**config.mk**
```make
export PLATFORM = sky130hd
export DESIGN_NAME = dvp_tx
export DESIGN_NICKNAME = d
export VERILOG_FILES = /design/src/rtl/dvp_pkg.sv /design/src/rtl/dvp_timing_gen.sv /design/src/rtl/dvp_tx.sv
export SDC_FILE = /design/constraint.sdc
export NUM_CORES = 1
export LEC_CHECK = 0
export ABC_AREA = 1
export CAP_MARGIN = 20
export CORE_MARGIN = 1.5
export CORE_UTILIZATION = 58
export CTS_CLUSTER_SIZE = 28
export DETAILED_ROUTE_END_ITERATION = 8
export MAX_ROUTING_LAYER = met4
export PLACE_DENSITY = 0.91
export SLEW_MARGIN = 40
export SYNTH_ARGS = -nofsm -noshare
export SYNTH_HDL_FRONTEND = slang
export SYNTH_SLANG_ARGS = --single-unit
```
**constraint.sdc**
```tcl
create_clock -name clk -period 5.85 [get_ports clk]
set_input_delay 0.585 -clock clk [delete_from_list [all_inputs] [get_ports clk]]
set_output_delay 0.585 -clock clk [all_outputs]
set_load 0.05 [all_outputs]
```
**src/rtl/dvp_pkg.sv**
```systemverilog
// Shared types and helpers for the DVP (OV5640-style RGB565) byte source.
package dvp_pkg;

    typedef enum logic [2:0] {
        ST_IDLE,
        ST_VSYNC,
        ST_VBP,
        ST_ACTIVE,
        ST_VFP
    } dvp_state_t;

    // RGB565 goes out MSB byte ({R,G[5:3]}) first, as OV5640 sensors do.
    localparam bit HIGH_BYTE_FIRST = 1'b1;

    function automatic int line_cyc(input int width, input int hblank);
        return 2 * width + hblank;
    endfunction

    function automatic int cnt_w(input int n);
        return (n > 1) ? $clog2(n) : 1;
    endfunction

    function automatic int max_lines(input int a, input int b, input int c, input int d);
        int m;
        m = a;
        if (b > m) m = b;
        if (c > m) m = c;
        if (d > m) m = d;
        return m;
    endfunction

endpackage

```
**src/rtl/dvp_timing_gen.sv**
```systemverilog
// Frame/line timing for the DVP source: state, hcnt, vcnt and look-ahead line strobes.
module dvp_timing_gen
    import dvp_pkg::*;
#(
    parameter int IMAGE_WIDTH  = 1280,
    parameter int IMAGE_HEIGHT = 720,
    parameter int VSYNC_LINES  = 4,
    parameter int VBP_LINES    = 16,
    parameter int VFP_LINES    = 4,
    parameter int HBLANK_CYC   = 256,
    parameter int HW           = cnt_w(line_cyc(IMAGE_WIDTH, HBLANK_CYC)),
    parameter int VW           = cnt_w(max_lines(IMAGE_HEIGHT, VSYNC_LINES, VBP_LINES, VFP_LINES))
) (
    input  logic          clk,
    input  logic          reset,
    input  logic          enable,
    output dvp_state_t    state_nxt,
    output logic [HW-1:0] hcnt_nxt,
    output logic [VW-1:0] vcnt_nxt,
    output logic          line_start,
    output logic          line_end
);

    localparam int LC = line_cyc(IMAGE_WIDTH, HBLANK_CYC);
    localparam logic [HW-1:0] HCNT_LAST = HW'(LC - 1);

    dvp_state_t    state;
    logic [HW-1:0] hcnt;
    logic [VW-1:0] vcnt;
    logic [VW-1:0] vlast;

    always_ff @(posedge clk or posedge reset) begin
        if (reset) begin
            state <= ST_IDLE;
            hcnt  <= '0;
            vcnt  <= '0;
        end else begin
            state <= state_nxt;
            hcnt  <= hcnt_nxt;
            vcnt  <= vcnt_nxt;
        end
    end

    always_comb begin
        state_nxt = state;
        hcnt_nxt  = '0;
        vcnt_nxt  = '0;
        case (state)
            ST_VSYNC:  vlast = VW'(VSYNC_LINES - 1);
            ST_VBP:    vlast = VW'(VBP_LINES - 1);
            ST_ACTIVE: vlast = VW'(IMAGE_HEIGHT - 1);
            ST_VFP:    vlast = VW'(VFP_LINES - 1);
            default:   vlast = '0;
        endcase
        // Every state lasts whole lines: transitions only on the last cycle of its last line.
        if (state == ST_IDLE) begin
            if (enable) state_nxt = ST_VSYNC;
        end else if (hcnt != HCNT_LAST) begin
            hcnt_nxt = hcnt + 1'b1;
            vcnt_nxt = vcnt;
        end else if (vcnt != vlast) begin
            vcnt_nxt = vcnt + 1'b1;
        end else begin
            case (state)
                ST_VSYNC:  state_nxt = ST_VBP;
                ST_VBP:    state_nxt = ST_ACTIVE;
                ST_ACTIVE: state_nxt = ST_VFP;
                ST_VFP:    state_nxt = enable ? ST_VSYNC : ST_IDLE;
                default:   state_nxt = ST_IDLE;
            endcase
        end
    end

    always_comb begin
        line_start = (state_nxt != ST_IDLE) && (hcnt_nxt == '0);
        line_end   = (state_nxt != ST_IDLE) && (hcnt_nxt == HCNT_LAST);
    end

endmodule

```
**src/rtl/dvp_tx.sv**
```systemverilog
// DVP byte source: serialises RGB565 pixels onto vsync/href/data with fixed frame timing.
module dvp_tx
    import dvp_pkg::*;
#(
    parameter int IMAGE_WIDTH  = 1280,
    parameter int IMAGE_HEIGHT = 720,
    parameter int VSYNC_LINES  = 4,
    parameter int VBP_LINES    = 16,
    parameter int VFP_LINES    = 4,
    parameter int HBLANK_CYC   = 256
) (
    input  logic        clk,
    input  logic        reset,
    input  logic        enable,
    input  logic [15:0] pix_data,
    input  logic        pix_valid,
    output logic        pix_ready,
    output logic        dvp_vsync,
    output logic        dvp_href,
    output logic [7:0]  dvp_data,
    output logic        frame_start,
    output logic        frame_done,
    output logic        underflow
);

    localparam int LC = line_cyc(IMAGE_WIDTH, HBLANK_CYC);
    localparam int HW = cnt_w(LC);
    localparam int VW = cnt_w(max_lines(IMAGE_HEIGHT, VSYNC_LINES, VBP_LINES, VFP_LINES));
    localparam logic [HW-1:0] ACT_END  = HW'(2 * IMAGE_WIDTH);
    localparam logic [VW-1:0] VFP_LAST = VW'(VFP_LINES - 1);

    dvp_state_t    state_nxt;
    logic [HW-1:0] hcnt_nxt;
    logic [VW-1:0] vcnt_nxt;
    logic          line_start;
    logic          line_end;
    logic          byte_slot;
    logic [7:0]    first_byte;
    logic [7:0]    second_byte;
    logic [7:0]    lo_byte_p1;

    dvp_timing_gen #(
        .IMAGE_WIDTH (IMAGE_WIDTH),
        .IMAGE_HEIGHT(IMAGE_HEIGHT),
        .VSYNC_LINES (VSYNC_LINES),
        .VBP_LINES   (VBP_LINES),
        .VFP_LINES   (VFP_LINES),
        .HBLANK_CYC  (HBLANK_CYC),
        .HW          (HW),
        .VW          (VW)
    ) u_timing (
        .clk       (clk),
        .reset     (reset),
        .enable    (enable),
        .state_nxt (state_nxt),
        .hcnt_nxt  (hcnt_nxt),
        .vcnt_nxt  (vcnt_nxt),
        .line_start(line_start),
        .line_end  (line_end)
    );

    // Outputs are registered from the next timing position, so pix_ready looks one cycle ahead.
    always_comb begin
        byte_slot   = (state_nxt == ST_ACTIVE) && (hcnt_nxt < ACT_END);
        pix_ready   = byte_slot && !hcnt_nxt[0];
        first_byte  = HIGH_BYTE_FIRST ? pix_data[15:8] : pix_data[7:0];
        second_byte = HIGH_BYTE_FIRST ? pix_data[7:0]  : pix_data[15:8];
    end

    // stage p1: second byte of the pixel taken in the ready cycle
    always_ff @(posedge clk) begin
        if (pix_ready) lo_byte_p1 <= pix_valid ? second_byte : 8'h00;
    end

    always_ff @(posedge clk or posedge reset) begin
        if (reset) begin
            dvp_vsync   <= 1'b0;
            dvp_href    <= 1'b0;
            dvp_data    <= 8'h00;
            frame_start <= 1'b0;
            frame_done  <= 1'b0;
            underflow   <= 1'b0;
        end else begin
            dvp_vsync   <= (state_nxt == ST_VSYNC);
            dvp_href    <= byte_slot;
            frame_start <= line_start && (state_nxt == ST_VSYNC) && (vcnt_nxt == '0);
            frame_done  <= line_end && (state_nxt == ST_VFP) && (vcnt_nxt == VFP_LAST);
            underflow   <= pix_ready && !pix_valid;
            if (!byte_slot)
                dvp_data <= 8'h00;
            else if (pix_ready)
                dvp_data <= pix_valid ? first_byte : 8'h00;
            else
                dvp_data <= lo_byte_p1;
        end
    end

endmodule
```
==> metrics.txt, run 1 <==
clk slew on worst S/H paths 80 ps; crit path to pix_ready; post-layout minimum cycle time 4219 ps; Total Nets Final 391; Syn. warnings 0; reg2reg path depth 11; Total GRT Usage 0.2608; critical path, cell by cell ha_1 -> nand2_1 -> nor2_4 -> nand3_4 -> clkinv_4 -> nand4_4 -> nand2_1 -> nand3_2 -> nor2_2 -> nand3_2 -> nor2_2 -> clkdlybuf4s50_1; Clock Sinks 46; Seq/Total Area, Yosys 0.4662; Buffers on Ports 33; RR Endpoint lo_byte_p1[0]; Setup violations, final 0; Critical path origin u_timing.hcnt[0]; slowest library cell on the worst path clkdlybuf4s50_1; Max-Cap Viols 0; P&R area growth vs syn 18.07%; register area 1191 µm²; Sw Share 0.3285; # rows 23; initial antenna violation count 0; mean post-synth cell area 7.696 µm²; Die H 69.37 µm; # hold bufs at CTS 0; ant diodes 0; leakage power 1.568 nW; outcome finished clean; TNS Setup 0 ps; fill count 328; Post-Syn Instances 332; Post-Syn Area 2555 µm²; power share of the clock group 0.263; CTS max path bufs 2; core area 4115 µm²; ratio of cells with drive above 1 in the final layout 0.1027; Final Slew Violations 0; RSZ-0062 raised after global routing false; total net switching power 0.2364 mW; hold slack 529.8 ps; drt pass-1 iters 5; type of origin of the critical path register; Gate power share 0.231; Synth area leader dfrtp_1; Clock Skew 3.526 ps; Final Non-Filler Cells 420; worst ir drop on vdd 201.5 µV; Finished Core Util 0.7331; GR Overflow Total 0; Vias/cell 5.450; final hold violations 0; starting density of the core 0.6209; CTS HTree Levels 2; Placement Setup Slack 1974 ps; final WL 5829 µm; largest net degree at the start of global routing 39; CP max FO 11; final period utilization 0.7211; total power 0.7196 mW; Fmax achieved 0.2370 GHz; Multi-input gate area 1091 µm²; latest clock arrival within the worst-skew pair 300 ps; post-CTS setup buffers 0; total number of vias 2289; crit path DAT 3630 ps; GPL Wtd Cong 1.056; Num CTS Buffers 5; Int Power 0.4832 mW; setup ws final 1631 ps; first-pass GRT wire length 9867 µm; post-synthesis register bit count 46; Synth area leaders dfrtp_1, nand2_1, edfxtp_1, inv_1, nand3_1; worst flop-to-flop path startpoint u_timing.hcnt[0]; CTS tree done; sequential share of power 0.506; Top Family by Delay on Critical Path simple AND/OR/NAND/NOR gates; Post-synth EDFFs 8; WP data required 5270 ps; CTS root buffer clkbuf_8; Rel. slew slack 0.6335; Resized Gates After CTS 0; Wirelength per Cell 13.88 µm; count leader, synth nand2_1; DP HPWL 4426 µm; max incr delay on CP 900 ps; remaining antenna violation count 0; Post-DP Area 2935 µm²; Worst path depth 12; prevailing post-synth register cell dfrtp_1; CP Class reg -> out; commonest cells in the synthesized netlist nand2_1, inv_1, dfrtp_1, nor2_1, nand3_1; Die Span X 69.37 µm; Cell variety after synth 30; # IOs 34; top cell type's share of synthesized area 0.3722; DRT iter0 DRCs 227; Hold Path Class reg -> reg; Worst-Margin Slew 548.1 ps; final instance area 3017 µm²; post-synthesis async set-or-reset flop share 0.8261; CP bufs+invs 2; DRC Markers 0; R2R Setup Slk 3070 ps; Die Footprint 4812 µm²; placed cell count 412; vias in the first global route 2180; Net Count, Synth 354; critical path capture point type primary output; PwrDens 238.5 nW/µm²
cell usage in the layout (no fill, tap or decap), types with 2 or more instances in the layout:
cell type         n
a21oi_1           5
a21oi_2           8
buf_4             2
clkbuf_8          5
clkdlybuf4s50_1  33
dfrtp_1          38
edfxtp_1          8
ha_1              2
inv_1            58
inv_2             5
nand2_1          84
nand2_2           5
nand3_1          32
nand3_2           2
nand4_1          11
nor2_1           36
nor2_2            4
nor2_4            2
nor3_1            5
o21ai_0           7
xor2_1            6
state kept, by name, summed over array words and instances (netlist names):
register,count
lo_byte_p1,8
frame_done,1
dvp_data,8
u_timing.state,3
u_timing.hcnt,12
u_timing.vcnt,10
dvp_vsync,1
underflow,1
dvp_href,1
frame_start,1
worst min path at each step:
stage | from | endpoint | slack (ps) | cells past startpoint
after floorplan | lo_byte_p1[7] | dvp_data[7] | 510 | 2
after global placement | lo_byte_p1[1] | dvp_data[1] | 510 | 2
after detailed placement | lo_byte_p1[1] | dvp_data[1] | 520 | 2
after CTS | lo_byte_p1[1] | dvp_data[1] | 530 | 2
after global routing | lo_byte_p1[1] | dvp_data[1] | 560 | 2
final | lo_byte_p1[1] | dvp_data[1] | 530 | 2
power groups by stage:
stage          registers (mW)  logic [mW]  clock network [mW]
2_1_floorplan           0.374       0.106                   0
3_3_place_gp            0.369       0.155                   0
3_5_place_dp            0.371       0.161                   0
4_1_cts                 0.365       0.164               0.188
5_1_grt                 0.367       0.181               0.202
6_report                0.364       0.166               0.189
area by class of cell:
cell class | instances | share of cell area
sequential | 46 | 0.3949
multi-input combinational | 217 | 0.3617
timing repair buffer | 35 | 0.1145
inverter | 64 | 0.08129
clock buffer | 6 | 0.02406
tap | 50 | 0.02074
clock inverter | 2 | 0.002903
kinds of logic (layout without fill, tap and decap cells):
logic type / count (synthesis) / in the layout / synth area share
DFF: 46 / 46 / 0.4662
buffers and inverters: 69 / 107 / 0.1068
and+or+nand+nor: 185 / 185 / 0.3350
AOI/OAI and AO/OA: 23 / 23 / 0.05828
adders and majority gates: 2 / 2 / 0.009793
xor gates and xnor gates: 7 / 7 / 0.02400
routing by layer:
layer  global-route usage  vias up  part of all wire  routed length, µm
li1                     -     1108                 -                  -
met1               0.3400     1073              0.44               2584
met2               0.4220       98              0.48               2818
met3              0.04797       10             0.060                352
met4              0.06972        0             0.013                 74
met5                    -        -                 0                  0
worst reg2reg max path, stage by stage, from the launching register on:
cell,delay (ps)
dfrtp_1,370
ha_1,240
nand2_1,110
nor2_4,150
nand3_4,180
clkinv_4,130
nand4_4,160
nand2_1,110
nand3_2,110
nor2_2,120
nand3_2,280
nor2_2,470
Power figures use the tool's default switching activity.
==> run 2, diff against run 1 <==
--- a/config.mk
+++ b/config.mk
@@ -8,11 +8,11 @@
 export ABC_AREA = 1
 export CAP_MARGIN = 20
 export CORE_MARGIN = 1.5
-export CORE_UTILIZATION = 58
+export CORE_UTILIZATION = 50
 export CTS_CLUSTER_SIZE = 28
 export DETAILED_ROUTE_END_ITERATION = 8
 export MAX_ROUTING_LAYER = met4
-export PLACE_DENSITY = 0.91
+export PLACE_DENSITY = 0.84
 export SLEW_MARGIN = 40
 export SYNTH_ARGS = -nofsm -noshare
 export SYNTH_HDL_FRONTEND = slang
==> constraint.sdc (replaced) <==
create_clock -name clk -period 3.79 [get_ports clk]
set_input_delay 0.379 -clock clk [delete_from_list [all_inputs] [get_ports clk]]
set_output_delay 0.379 -clock clk [all_outputs]
set_load 0.05 [all_outputs]
==> run 2 against run 1 <==
Sequential power is 55% higher. Clock power grew 90%. Die area is 15% higher. Global-route usage is 3.1 points lower. Setup slack got worse by 1300 ps. Combinational power increased by 50%. Hold slack got worse by 52 ps. Non-clock buffer count stayed put. First-iteration DRC count shrank 34%. Total power up 63%. Flip-flop and latch count did not move.
==> metrics.txt, run 2 (same netlist as run 1, synthesis figures left out) <==
Final Slew Violations 0; M2 GR Usage 0.3472; CP bufs+invs 2; critical path capture point type primary output; commonest non-fill, non-tap cells in the layout nand2_1, inv_1, dfrtp_1; DRC Markers 0; ratio of cells with drive above 1 in the final layout 0.1108; Int Power 0.8130 mW; CTS HTree Levels 2; Setup violations, final 0; Worst-Margin Slew 570.5 ps; P&R area growth vs syn 19.88%; TNS Setup 0 ps; latest clock arrival within the worst-skew pair 300 ps; total number of vias 2152; sequential share of power 0.481; biggest regs u_timing.hcnt: 12 flops, u_timing.vcnt: 10 flops; outcome finished clean; Rel. slew slack 0.6185; Max-Cap Viols 0; crit path DAT 3040 ps; global route hottest layer met2; Vias/cell 4.924; Total GRT Usage 0.2294; type of origin of the critical path register; PwrDens 382.7 nW/µm²; largest net degree at the start of global routing 39; Gate power share 0.212; CP Class reg -> out; worst ir drop on vdd 247.6 µV; register area 1191 µm²; Sw Share 0.3064; DRT iter0 DRCs 149; leakage power 1.585 nW; GR Overflow Total 0; Biggest register u_timing.hcnt; GR Layer Usage met3 0.04065; fill count 435; final period utilization 0.9027; core area 4817 µm²; R2R Setup Slk 1000 ps; Clock Sinks 46; vias in the first global route 2010; Most common cell on crit path nand2_1; # rows 25; most common cell after layout, fill and taps aside nand2_1; M1 GR Usage 0.3174; ant diodes 0; # IOs 34; final WL 5426 µm; CTS max path bufs 2; Total Nets Final 391; final instance area 3063 µm²; drt pass-1 iters 5; critical path, cell by cell ha_1 -> nand2_1 -> nor2_4 -> nand3_4 -> nand2_2 -> inv_2 -> nand2_1 -> nor2_1 -> o21ai_1 -> nand3_2 -> nor2_2 -> buf_4; CP max FO 11; CTS tree done; GPL Wtd Cong 0.9548; Resized Gates After CTS 0; Fmax achieved 0.2923 GHz; Top Family by Delay on Critical Path simple AND/OR/NAND/NOR gates; DP HPWL 4112 µm; WP data required 3410 ps; Die Span X 74.49 µm; post-CTS setup buffers 0; Clock Skew 11.29 ps; Hold Path Class in -> async; Wirelength per Cell 12.42 µm; Die Footprint 5548 µm²; slowest library cell on the worst path nor2_2; max incr delay on CP 450 ps; Multi-input gate area 1091 µm²; # hold bufs at CTS 0; starting density of the core 0.5304; RSZ-0062 raised after global routing false; power share of the clock group 0.306; Die H 74.49 µm; first-pass GRT wire length 9204 µm; final hold violations 0; Num CTS Buffers 5; initial antenna violation count 0; clk slew on worst S/H paths 80 ps; Buffers on Ports 33; max FFs per register 12; setup ws final 368.8 ps; CTS root buffer clkbuf_8; Finished Core Util 0.6358; post-layout minimum cycle time 3421 ps; Post-DP Area 2954 µm²; remaining antenna violation count 0; Placement Setup Slack 731.7 ps; total net switching power 0.3592 mW
[run 2: layout make-up]
cell class	count	area share
flip-flops and latches	46	0.3889
multi-input cells	217	0.3562
repair buffers	35	0.1119
inverters	64	0.08007
well taps	67	0.02737
clock buffers	5	0.02247
clock inverters	3	0.01307
[run 2: final timing paths]
| check | start | end | cells after the start |
|---|---|---|---|
| hold / removal | reset | u_timing.hcnt[6] | 3 |
| min in group clk | lo_byte_p1[7] | dvp_data[7] | 2 |
| setup / recovery | u_timing.hcnt[0] | pix_ready | 12 |
| max in group asynchronous | reset | u_timing.vcnt[1] | 3 |
| hold reg to reg | lo_byte_p1[7] | dvp_data[7] | 2 |
| setup reg to reg | u_timing.hcnt[0] | lo_byte_p1[0] | 11 |
[run 2: tightest hold or removal path: stages]
cell and delay [ps]:
clkdlybuf4s50_1 390, inv_1 50, buf_4 400
[run 2: through the flow]
step	power, mW	hold WS (ps)	cells
detailed placement	0.8189	519.2	429
global placement	0.8095	511.2	429
CTS	1.179	493.1	437
global route	1.231	541.3	437
floorplan	0.7412	509.0	332
finish	1.172	477.9	437
[run 2: power groups by stage]
| stage | sequential, mW | combinational [mW] | clock, mW |
|---|---|---|---|
| 3_3_place_gp | 0.571 | 0.239 | 0 |
| 4_1_cts | 0.563 | 0.249 | 0.367 |
| 6_report | 0.564 | 0.249 | 0.359 |
| 5_1_grt | 0.567 | 0.280 | 0.384 |
| 3_5_place_dp | 0.574 | 0.245 | 0 |
| 2_1_floorplan | 0.578 | 0.164 | 0 |
[run 2: routing by layer]
metal  vias up  routed length [µm]
li1       1104                   -
met1       984                2557
met2        56                2537
met3         8                 274
met4         0                  57
met5         -                   0
